--- src/rtl/seq_det_pkg.sv ---
// Shared constants, types and parameter checks for the serial pattern detector.
package seq_det_pkg;

    localparam int unsigned PAT_W_MIN     = 2;
    localparam int unsigned PAT_W_MAX     = 32;
    localparam int unsigned DEFAULT_PAT_W = 4;
    localparam logic [DEFAULT_PAT_W-1:0] DEFAULT_PAT = 4'b1011;

    // What the history/fill state does on a given cycle.
    typedef enum logic [1:0] {
        ACT_HOLD    = 2'd0,
        ACT_SHIFT   = 2'd1,
        ACT_RESTART = 2'd2,
        ACT_LOAD    = 2'd3
    } hist_act_e;

    // True when the pattern and counter widths describe a buildable detector.
    function automatic bit params_legal(input int unsigned pat_w, input int unsigned cnt_w);
        return (pat_w >= PAT_W_MIN) && (pat_w <= PAT_W_MAX) && (cnt_w >= 1);
    endfunction

endpackage

--- src/rtl/seq_detector_param_if.sv ---
// Bit-stream, control and result signals of the pattern detector.
interface seq_detector_param_if #(
    parameter int unsigned PAT_W = 4,
    parameter int unsigned CNT_W = 8
);
    logic             x;
    logic             x_valid;
    logic             overlap;
    logic             pat_load;
    logic [PAT_W-1:0] pat_in;
    logic             cnt_clr;
    logic             z;
    logic             z_q;
    logic [CNT_W-1:0] match_cnt;
    logic             cnt_sat;

    // Stream source and consumer of the match results.
    modport master (
        output x, x_valid, overlap, pat_load, pat_in, cnt_clr,
        input  z, z_q, match_cnt, cnt_sat
    );

    // The detector itself.
    modport slave (
        input  x, x_valid, overlap, pat_load, pat_in, cnt_clr,
        output z, z_q, match_cnt, cnt_sat
    );
endinterface

--- src/rtl/sat_counter.sv ---
// Saturating up-counter with synchronous clear taking priority over increment.
module sat_counter #(
    parameter int unsigned W = 8
) (
    input  logic         clk,
    input  logic         rst,
    input  logic         inc,
    input  logic         clr,
    output logic [W-1:0] q,
    output logic         sat
);

    // Stops at all ones so the count never wraps.
    assign sat = &q;

    // Count register: clear first, then increment unless already saturated.
    always_ff @(posedge clk or negedge rst) begin
        if (!rst) begin
            q <= '0;
        end else if (clr) begin
            q <= '0;
        end else if (inc && !sat) begin
            q <= q + W'(1);
        end
    end

endmodule

--- src/rtl/seq_detector_param.sv ---
// Runtime-loadable serial pattern detector with Mealy match output and match counter.
module seq_detector_param
    import seq_det_pkg::*;
#(
    parameter int unsigned          PAT_W   = DEFAULT_PAT_W,
    parameter logic [PAT_W-1:0]     RST_PAT = PAT_W'(DEFAULT_PAT),
    parameter int unsigned          CNT_W   = 8
) (
    input  logic                 clk,
    input  logic                 rst,
    seq_detector_param_if.slave  bus
);

    localparam int unsigned HIST_W = PAT_W - 1;
    localparam int unsigned FILL_W = $clog2(PAT_W);
    localparam logic [FILL_W-1:0] FILL_FULL = FILL_W'(PAT_W - 1);

    // Reject illegal widths at elaboration.
    if (!params_legal(PAT_W, CNT_W)) begin : g_bad_params
        $error("seq_detector_param: PAT_W must be 2..32 and CNT_W at least 1");
    end

    logic [PAT_W-1:0]  pat, pat_nxt;
    logic [HIST_W-1:0] hist, hist_nxt;
    logic [FILL_W-1:0] fill, fill_nxt;
    logic              z_q;
    logic [PAT_W-1:0]  cand;
    logic              z_c;
    hist_act_e         act;

    // Match compare: history plus the current bit against the pattern, only once history is full.
    always_comb begin
        cand = {hist, bus.x};
        z_c  = bus.x_valid && !bus.pat_load && (fill == FILL_FULL) && (cand == pat);
    end

    // Decide what the history does this cycle; a load overrides any stream bit.
    always_comb begin
        act = ACT_HOLD;
        if (bus.pat_load) begin
            act = ACT_LOAD;
        end else if (!bus.x_valid) begin
            act = ACT_HOLD;
        end else if (z_c && !bus.overlap) begin
            act = ACT_RESTART;
        end else begin
            act = ACT_SHIFT;
        end
    end

    // Next-state of pattern, history and fill count.
    always_comb begin
        pat_nxt  = pat;
        hist_nxt = hist;
        fill_nxt = fill;
        case (act)
            ACT_SHIFT: begin
                hist_nxt = cand[HIST_W-1:0];
                fill_nxt = (fill == FILL_FULL) ? fill : FILL_W'(fill + FILL_W'(1));
            end
            ACT_RESTART: begin
                hist_nxt = '0;
                fill_nxt = '0;
            end
            ACT_LOAD: begin
                pat_nxt  = bus.pat_in;
                hist_nxt = '0;
                fill_nxt = '0;
            end
            default: begin
                pat_nxt  = pat;
                hist_nxt = hist;
                fill_nxt = fill;
            end
        endcase
    end

    // State registers and the registered copy of the match flag.
    always_ff @(posedge clk or negedge rst) begin
        if (!rst) begin
            pat  <= RST_PAT;
            hist <= '0;
            fill <= '0;
            z_q  <= 1'b0;
        end else begin
            pat  <= pat_nxt;
            hist <= hist_nxt;
            fill <= fill_nxt;
            z_q  <= z_c;
        end
    end

    assign bus.z   = z_c;
    assign bus.z_q = z_q;

    sat_counter #(
        .W (CNT_W)
    ) u_match_cnt (
        .clk (clk),
        .rst (rst),
        .inc (z_c),
        .clr (bus.cnt_clr),
        .q   (bus.match_cnt),
        .sat (bus.cnt_sat)
    );

endmodule

--- src/flat_wrapper.sv ---
// flat-port wrapper written by rule: the top's interface ports become plain ports
module seq_detector_param_flat import seq_det_pkg::*;
#(
    parameter int unsigned          PAT_W   = DEFAULT_PAT_W,
    parameter logic [PAT_W-1:0]     RST_PAT = PAT_W'(DEFAULT_PAT),
    parameter int unsigned          CNT_W   = 8
)
  (clk, rst, bus_x, bus_x_valid, bus_overlap, bus_pat_load, bus_pat_in, bus_cnt_clr, bus_z, bus_z_q, bus_match_cnt, bus_cnt_sat);
  seq_detector_param_if #(.PAT_W(PAT_W), .CNT_W(CNT_W)) bus_i ();
  input  logic clk;
  input  logic rst;
  input wire logic [$bits(bus_i.x)-1:0] bus_x;
  input wire logic [$bits(bus_i.x_valid)-1:0] bus_x_valid;
  input wire logic [$bits(bus_i.overlap)-1:0] bus_overlap;
  input wire logic [$bits(bus_i.pat_load)-1:0] bus_pat_load;
  input wire logic [$bits(bus_i.pat_in)-1:0] bus_pat_in;
  input wire logic [$bits(bus_i.cnt_clr)-1:0] bus_cnt_clr;
  output wire logic [$bits(bus_i.z)-1:0] bus_z;
  output wire logic [$bits(bus_i.z_q)-1:0] bus_z_q;
  output wire logic [$bits(bus_i.match_cnt)-1:0] bus_match_cnt;
  output wire logic [$bits(bus_i.cnt_sat)-1:0] bus_cnt_sat;
  assign bus_i.x = bus_x;
  assign bus_i.x_valid = bus_x_valid;
  assign bus_i.overlap = bus_overlap;
  assign bus_i.pat_load = bus_pat_load;
  assign bus_i.pat_in = bus_pat_in;
  assign bus_i.cnt_clr = bus_cnt_clr;
  assign bus_z = bus_i.z;
  assign bus_z_q = bus_i.z_q;
  assign bus_match_cnt = bus_i.match_cnt;
  assign bus_cnt_sat = bus_i.cnt_sat;
  seq_detector_param #(.PAT_W(PAT_W), .RST_PAT(RST_PAT), .CNT_W(CNT_W)) u_core (.clk(clk), .rst(rst), .bus(bus_i));
endmodule
--- config.mk ---
export PLATFORM = sky130hd
export DESIGN_NAME = seq_detector_param_flat
export DESIGN_NICKNAME = d
export VERILOG_FILES = /design/src/rtl/seq_det_pkg.sv /design/src/rtl/seq_detector_param_if.sv /design/src/rtl/sat_counter.sv /design/src/rtl/seq_detector_param.sv /design/src/flat_wrapper.sv
export SDC_FILE = /design/constraint.sdc
export NUM_CORES = 1
export LEC_CHECK = 0
export CORE_MARGIN = 4
export CORE_UTILIZATION = 40
export CTS_BUF_LIST = sky130_fd_sc_hd__clkbuf_4
export DETAILED_ROUTE_END_ITERATION = 16
export GPL_ROUTABILITY_DRIVEN = 0
export PLACE_DENSITY = 0.72
export SYNTH_ARGS = -nofsm -noshare
export SYNTH_HDL_FRONTEND = slang
export SYNTH_SLANG_ARGS = --single-unit
export TNS_END_PERCENT = 10
--- constraint.sdc ---
create_clock -name clk -period 4.55 [get_ports clk]
set_input_delay 0.6825 -clock clk [delete_from_list [all_inputs] [get_ports clk]]
set_output_delay 0.6825 -clock clk [all_outputs]
set_load 0.01 [all_outputs]
==> results.yml, run 1 <==
outcome:
  status: "complete, no violations"
setup_path:
  required_ps: 3870
  path_cells: "clkdlybuf4s50_1 -> nor3_4 -> and2_1 -> clkdlybuf4s50_1"
  slowest_delay_ps: 630
  cp.arrival_ps: 2530
  cp-start-kind: "input port"
  path_buf_inv: 2
  critical_path_class: "input port to primary output"
  crit_family: "buffers and inverters"
  critPathCaptureType: "primary output"
  crit_slowest_cell: "clkdlybuf4s50_1"
  crit_fanout: 10
  critPathMostFrequentCell: "clkdlybuf4s50_1"
synthesis:
  mappedNetlistNets: 99
  yosysSeqAreaShare_pct: 49.7
  yosys_warnings: 0
  yosys_most_used_dff: "dfrtp_1"
  async_reset_ff_share_pct: 100
  netlist_area_um2: 913
  ys_ff_latch: 18
  syn_inst: 86
  synth_top_area_share_pct: 41.1
  syn_avg_cell_area_um2: 10.6
  ys_types: 29
  synth.largest_area_cell: "dfrtp_1"
  synth_area_leaders: "dfrtp_1, dfstp_2, xor2_1"
  synth_edf_count: 0
timing:
  max_freq_ghz: 0.311
  min_period_ps: 3220
  whs_ps: 525
  tns_ps: 0
  slew_viol_final: 0
  finClkSkew_ps: 8.88
  setup_viol_count_final: 0
  tightest_slew_ps: 807
  relSlewSlack_pct: 46.1
  finalCritPeriodShare_pct: 70.7
  finalHoldViolCount: 0
  rsz0062_at_grt: "false"
run:
  max_cap_violations: 0
placement:
  port_buffers: 21
  dp_hpwl_mm: 1.34
cells_and_area:
  area_growth_syn_to_layout_pct: 28.8
  drive_gt1_share_pct: 12.8
  nets: 123
  layout_common_cells: "clkdlybuf4s50_1, dfrtp_1, nand3_1, a21oi_1, xor2_1"
  antennaDiodeCount: 0
  layout_commonest_cell: "clkdlybuf4s50_1"
floorplan:
  core_region_area_um2: 2190
  initial_core_util_pct: 41.7
  rows: 17
  die-area_um2: 3110
  fp.dieH_um: 55.8
  die_w_um: 55.8
  ios: 22
global_route:
  track_usage_pct: 12.9
  grt_overflow: 0
  grt_max_degree: 19
  grt_pass1_vias: 745
  antenna_found_initial: 0
  grt_pass1_wl_mm: 3.32
clock_tree:
  cts_hold_buf: 0
  cts-root-buf: "clkbuf_4"
  cts_resized: 0
  cts.clk_slew.worst_paths_ps: 100
  worstSkewPairLatency_ps: 290
  cts_setup_buffers: 0
  h-tree-depth: 1
  cts_buffer_depth: 2
  cts_inserted_buffers: 3
  clkSinkCount: 18
  cts_tree: "yes"
min_path:
  hold_path.class: "flop to flop"
power_and_ir_drop:
  power_frac_clock_pct: 27.5
  p_seq_share_pct: 60.3
  pwr-share-comb_pct: 12.2
  sw_frac_of_total_pct: 23.8
  p_switching_uw: 67.7
  p_leak_uw: 0.000501
  power_density_nw_per_um2: 242
  internal-power_uw: 217
  ir_drop_v: 0.000132
  power_uw: 285
detailed_routing:
  wire_per_inst_um: 13.6
  drtPass1Iterations: 4
  dr_total_vias: 715
  vias_per_cell: 5.22
  drtIter0Drc: 9
  routed_wl_mm: 1.86
  drtAntennaViolNets: 0
  drc: 0
## power groups by stage
stage | clock network (uW) | registers [uW] | logic, uW
after global routing | 87.9 | 173 | 38.1
final | 78.4 | 172 | 34.6
after floorplan | 0 | 174 | 20.0
after detailed placement | 0 | 175 | 34.8
after global placement | 0 | 175 | 34.0
after CTS | 81.6 | 172 | 35.2
## state kept, by name (all words and copies together) (netlist names)
signal	count
u_core.bus.z_q	1
u_core.u_match_cnt.q	8
u_core.pat	4
u_core.hist	3
u_core.fill	2
## through the flow
stage	cell area (um2)	worst slack, ps	util, %	std cells
floorplan	913	2520	-	86
global placement	1150	1410	52.5	133
detailed placement	1150	1350	52.5	133
CTS	1180	1330	53.7	137
global route	1180	1180	53.7	137
finish	1180	1330	53.7	137
## final timing paths
kind,startpoint,endpoint,slack [ps],depth (start not counted)
worst max-delay path,bus_pat_load,bus_z,1330,4
worst min-delay path,u_core.u_match_cnt.q[6]$_DFFE_PN0P_,u_core.u_match_cnt.q[6]$_DFFE_PN0P_,520,1
worst max register to register,u_core.u_match_cnt.q[0]$_DFFE_PN0P_,u_core.u_match_cnt.q[5]$_DFFE_PN0P_,2660,6
worst min register to register,u_core.u_match_cnt.q[6]$_DFFE_PN0P_,u_core.u_match_cnt.q[6]$_DFFE_PN0P_,520,1
max in group asynchronous,rst,u_core.u_match_cnt.q[1]$_DFFE_PN0P_,3190,1
min in group asynchronous,rst,u_core.hist[0]$_DFFE_PN0P_,850,1
## synthesized netlist by cell type (2+ instances only)
master    number
a21oi_1        8
and3_1         3
dfrtp_1       15
dfstp_2        3
ha_1           2
inv_1          2
mux2_2         4
nand2_1        4
nand2b_1       3
nand3_1        8
nor2_1         4
nor3_4         2
o21ai_0        4
or3_1          3
xor2_1         7
## cell families (layout without fill, tap and decap cells)
logic type / count (synthesis) / after routing / synth area share, %
flip-flops: 18 / 18 / 49.7
multiplexers: 5 / 5 / 6.03
AO/OA/AOI/OAI: 14 / 14 / 8.36
XOR/XNOR: 7 / 7 / 6.71
AND/OR/NAND/NOR: 36 / 36 / 24.7
adder cells (fa/ha/maj): 2 / 2 / 2.74
buffers and inverters: 4 / 27 / 1.78
## final cells by class
type / instances / area [um2]
Clock buffer: 3 / 22.5
Clock inverter: 1 / 3.75
Fill cell: 212 / 1010
Inverter: 2 / 7.51
Multi-Input combinational cell: 64 / 443
Sequential cell: 18 / 454
Tap cell: 28 / 35.0
Timing Repair Buffer: 21 / 210
## per-layer routing
metal  global-route usage [%]  share of wire, %  vias to the layer above  routed length (um)
met5                        0                 0                        -                   0
met4                     3.13              0.97                        0                  18
met3                     3.94               5.7                        3                 107
met2                     18.9                45                       19                 841
met1                     18.5                48                      344                 893
li1                         -                 -                      349                   -
## worst reg2reg max path, cell delays in order, from the launching register on
cell and delay, ps:
dfrtp_1 430, ha_1 250, and3_1 220, nand3_1 200, nand4_2 190, or3_1 390, a21oi_1 140
Power figures use the tool's default switching activity.
==> run 2: changes to the inputs <==
Settings changed: PLACE_DENSITY 0.72 to 0.74.
Clock period 4.55 ns to 2.8 ns, I/O delays scaled along.
==> results.yml, run 2 (synthesis results as in run 1) <==
outcome:
  status: "complete, no violations"
placement:
  port_buffers: 21
  place_inst: 135
  placed_area_um2: 1160
  pre_cts_slack_ps: 219
  dp_hpwl_mm: 1.44
timing:
  finalHoldViolCount: 0
  fin_ws_ps: 205
  finClkSkew_ps: 4.56
  relSlewSlack_pct: 46.5
  min_period_ps: 2600
  tightest_slew_ps: 799
  finalCritPeriodShare_pct: 92.7
  rsz0062_at_grt: "false"
  max_freq_ghz: 0.385
  whs_ps: 534
  tns_ps: 0
  slew_viol_final: 0
  setup_viol_count_final: 0
global_route:
  grt_pass1_wl_mm: 3.37
  grt_pass1_vias: 788
  grt_overflow: 0
  track_usage_pct: 13.4
  grt_max_degree: 19
  antenna_found_initial: 0
cells_and_area:
  antennaDiodeCount: 0
  largest_register_ffs: 8
  instances_no_fill: 139
  max_flop_register: "u_core.u_match_cnt.q"
  area_growth_syn_to_layout_pct: 30.4
  fillers: 211
  design_area_um2: 1190
  multi_input_area_um2: 443
  layout_common_cells: "clkdlybuf4s50_1, dfrtp_1, nand3_1, a21oi_1, xor2_1"
  reg_top3: "u_core.u_match_cnt.q x8, u_core.pat x4, u_core.hist x3"
  nets: 125
  layout_commonest_cell: "clkdlybuf4s50_1"
  drive_gt1_share_pct: 14.4
  seqCellArea_um2: 454
floorplan:
  rows: 17
  ios: 22
  die-area_um2: 3110
  die_w_um: 55.8
  fp.dieH_um: 55.8
  initial_core_util_pct: 41.7
  core_region_area_um2: 2190
setup_path:
  crit_slowest_cell: "clkdlybuf4s50_1"
  critical_path_class: "input port to primary output"
  critPathCaptureType: "primary output"
  path_cells: "clkdlybuf4s50_1 -> xor2_1 -> nor3_4 -> and2_1 -> clkdlybuf4s50_1"
  required_ps: 2380
  crit_fanout: 5
  crit_family: "buffers and inverters"
  cp.arrival_ps: 2180
  r2r_cells: 6
  slowest_delay_ps: 570
  cp.depth: 5
  critPathMostFrequentCell: "clkdlybuf4s50_1"
  startpoint: "bus_x"
  timing.rr.start: "u_core.u_match_cnt.q[0]$_DFFE_PN0P_"
  cp-start-kind: "input port"
  path_buf_inv: 2
clock_tree:
  cts_tree: "yes"
  worstSkewPairLatency_ps: 280
  clkSinkCount: 18
  cts-root-buf: "clkbuf_4"
  cts_resized: 0
  cts_setup_buffers: 0
  cts.clk_slew.worst_paths_ps: 100
  cts_buffer_depth: 2
  h-tree-depth: 1
  cts_inserted_buffers: 3
  cts_hold_buf: 0
power_and_ir_drop:
  power_density_nw_per_um2: 391
  ir_drop_v: 0.000224
  p_leak_uw: 0.000510
detailed_routing:
  wire_per_inst_um: 13.8
  dr_total_vias: 735
  routed_wl_mm: 1.92
  drtPass1Iterations: 4
  drtIter0Drc: 5
  drc: 0
  vias_per_cell: 5.29
  drtAntennaViolNets: 0
min_path:
  holdPathStages: 1
  hold_path.class: "flop to flop"
  worstHoldStart: "u_core.u_match_cnt.q[6]$_DFFE_PN0P_"
run:
  max_cap_violations: 0
## run 2: cell count changes in the layout (fill, tap and decap cells not counted), sizes merged
| cell | previous run | this run |
|---|---|---|
| buf | 0 | 2 |
## run 2: power breakdown
| part | internal [uW] | switching (uW) |
|---|---|---|
| logic | 30.6 | 27.8 |
| registers | 273 | 6.68 |
| clock network | 51.7 | 76.2 |
## run 2: through the flow
step / utilization (%) / power, uW
after floorplan: - / 315
after global placement: 53.2 / 341
after detailed placement: 53.2 / 344
after CTS: 54.4 / 473
after global routing: 54.4 / 490
final: 54.4 / 466
## run 2: routing by layer
layer	part of all wire, %	GRT usage [%]	up-vias
met5	0	0	-
met4	0.73	5.21	0
met2	49	21.6	21
met3	5.5	3.94	2
met1	45	16.9	361
li1	-	-	351
## run 2: final timing paths
path | endpoint | slack (ps)
worst max-delay path | bus_z | 200
worst min-delay path | u_core.u_match_cnt.q[6]$_DFFE_PN0P_ | 530
worst max register to register | u_core.u_match_cnt.q[5]$_DFFE_PN0P_ | 880
worst min register to register | u_core.u_match_cnt.q[6]$_DFFE_PN0P_ | 530
max in group asynchronous | u_core.hist[2]$_DFFE_PN0P_ | 1710
min in group asynchronous | u_core.hist[0]$_DFFE_PN0P_ | 590
## run 2: area by class of cell
| type | instances | area share, % |
|---|---|---|
| clock inverters | 1 | 0.315 |
| multi-input cells | 64 | 37.2 |
| repair buffers | 23 | 18.9 |
| clock buffers | 3 | 1.89 |
| flip-flops and latches | 18 | 38.1 |
| well taps | 28 | 2.94 |
| inverters | 2 | 0.630 |
## run 2: worst reg2reg max path: stages (launching register included)
cell,delay (ps)
dfrtp_1,440
ha_1,250
and3_1,210
nand3_1,210
nand4_2,200
or3_1,380
a21oi_1,140
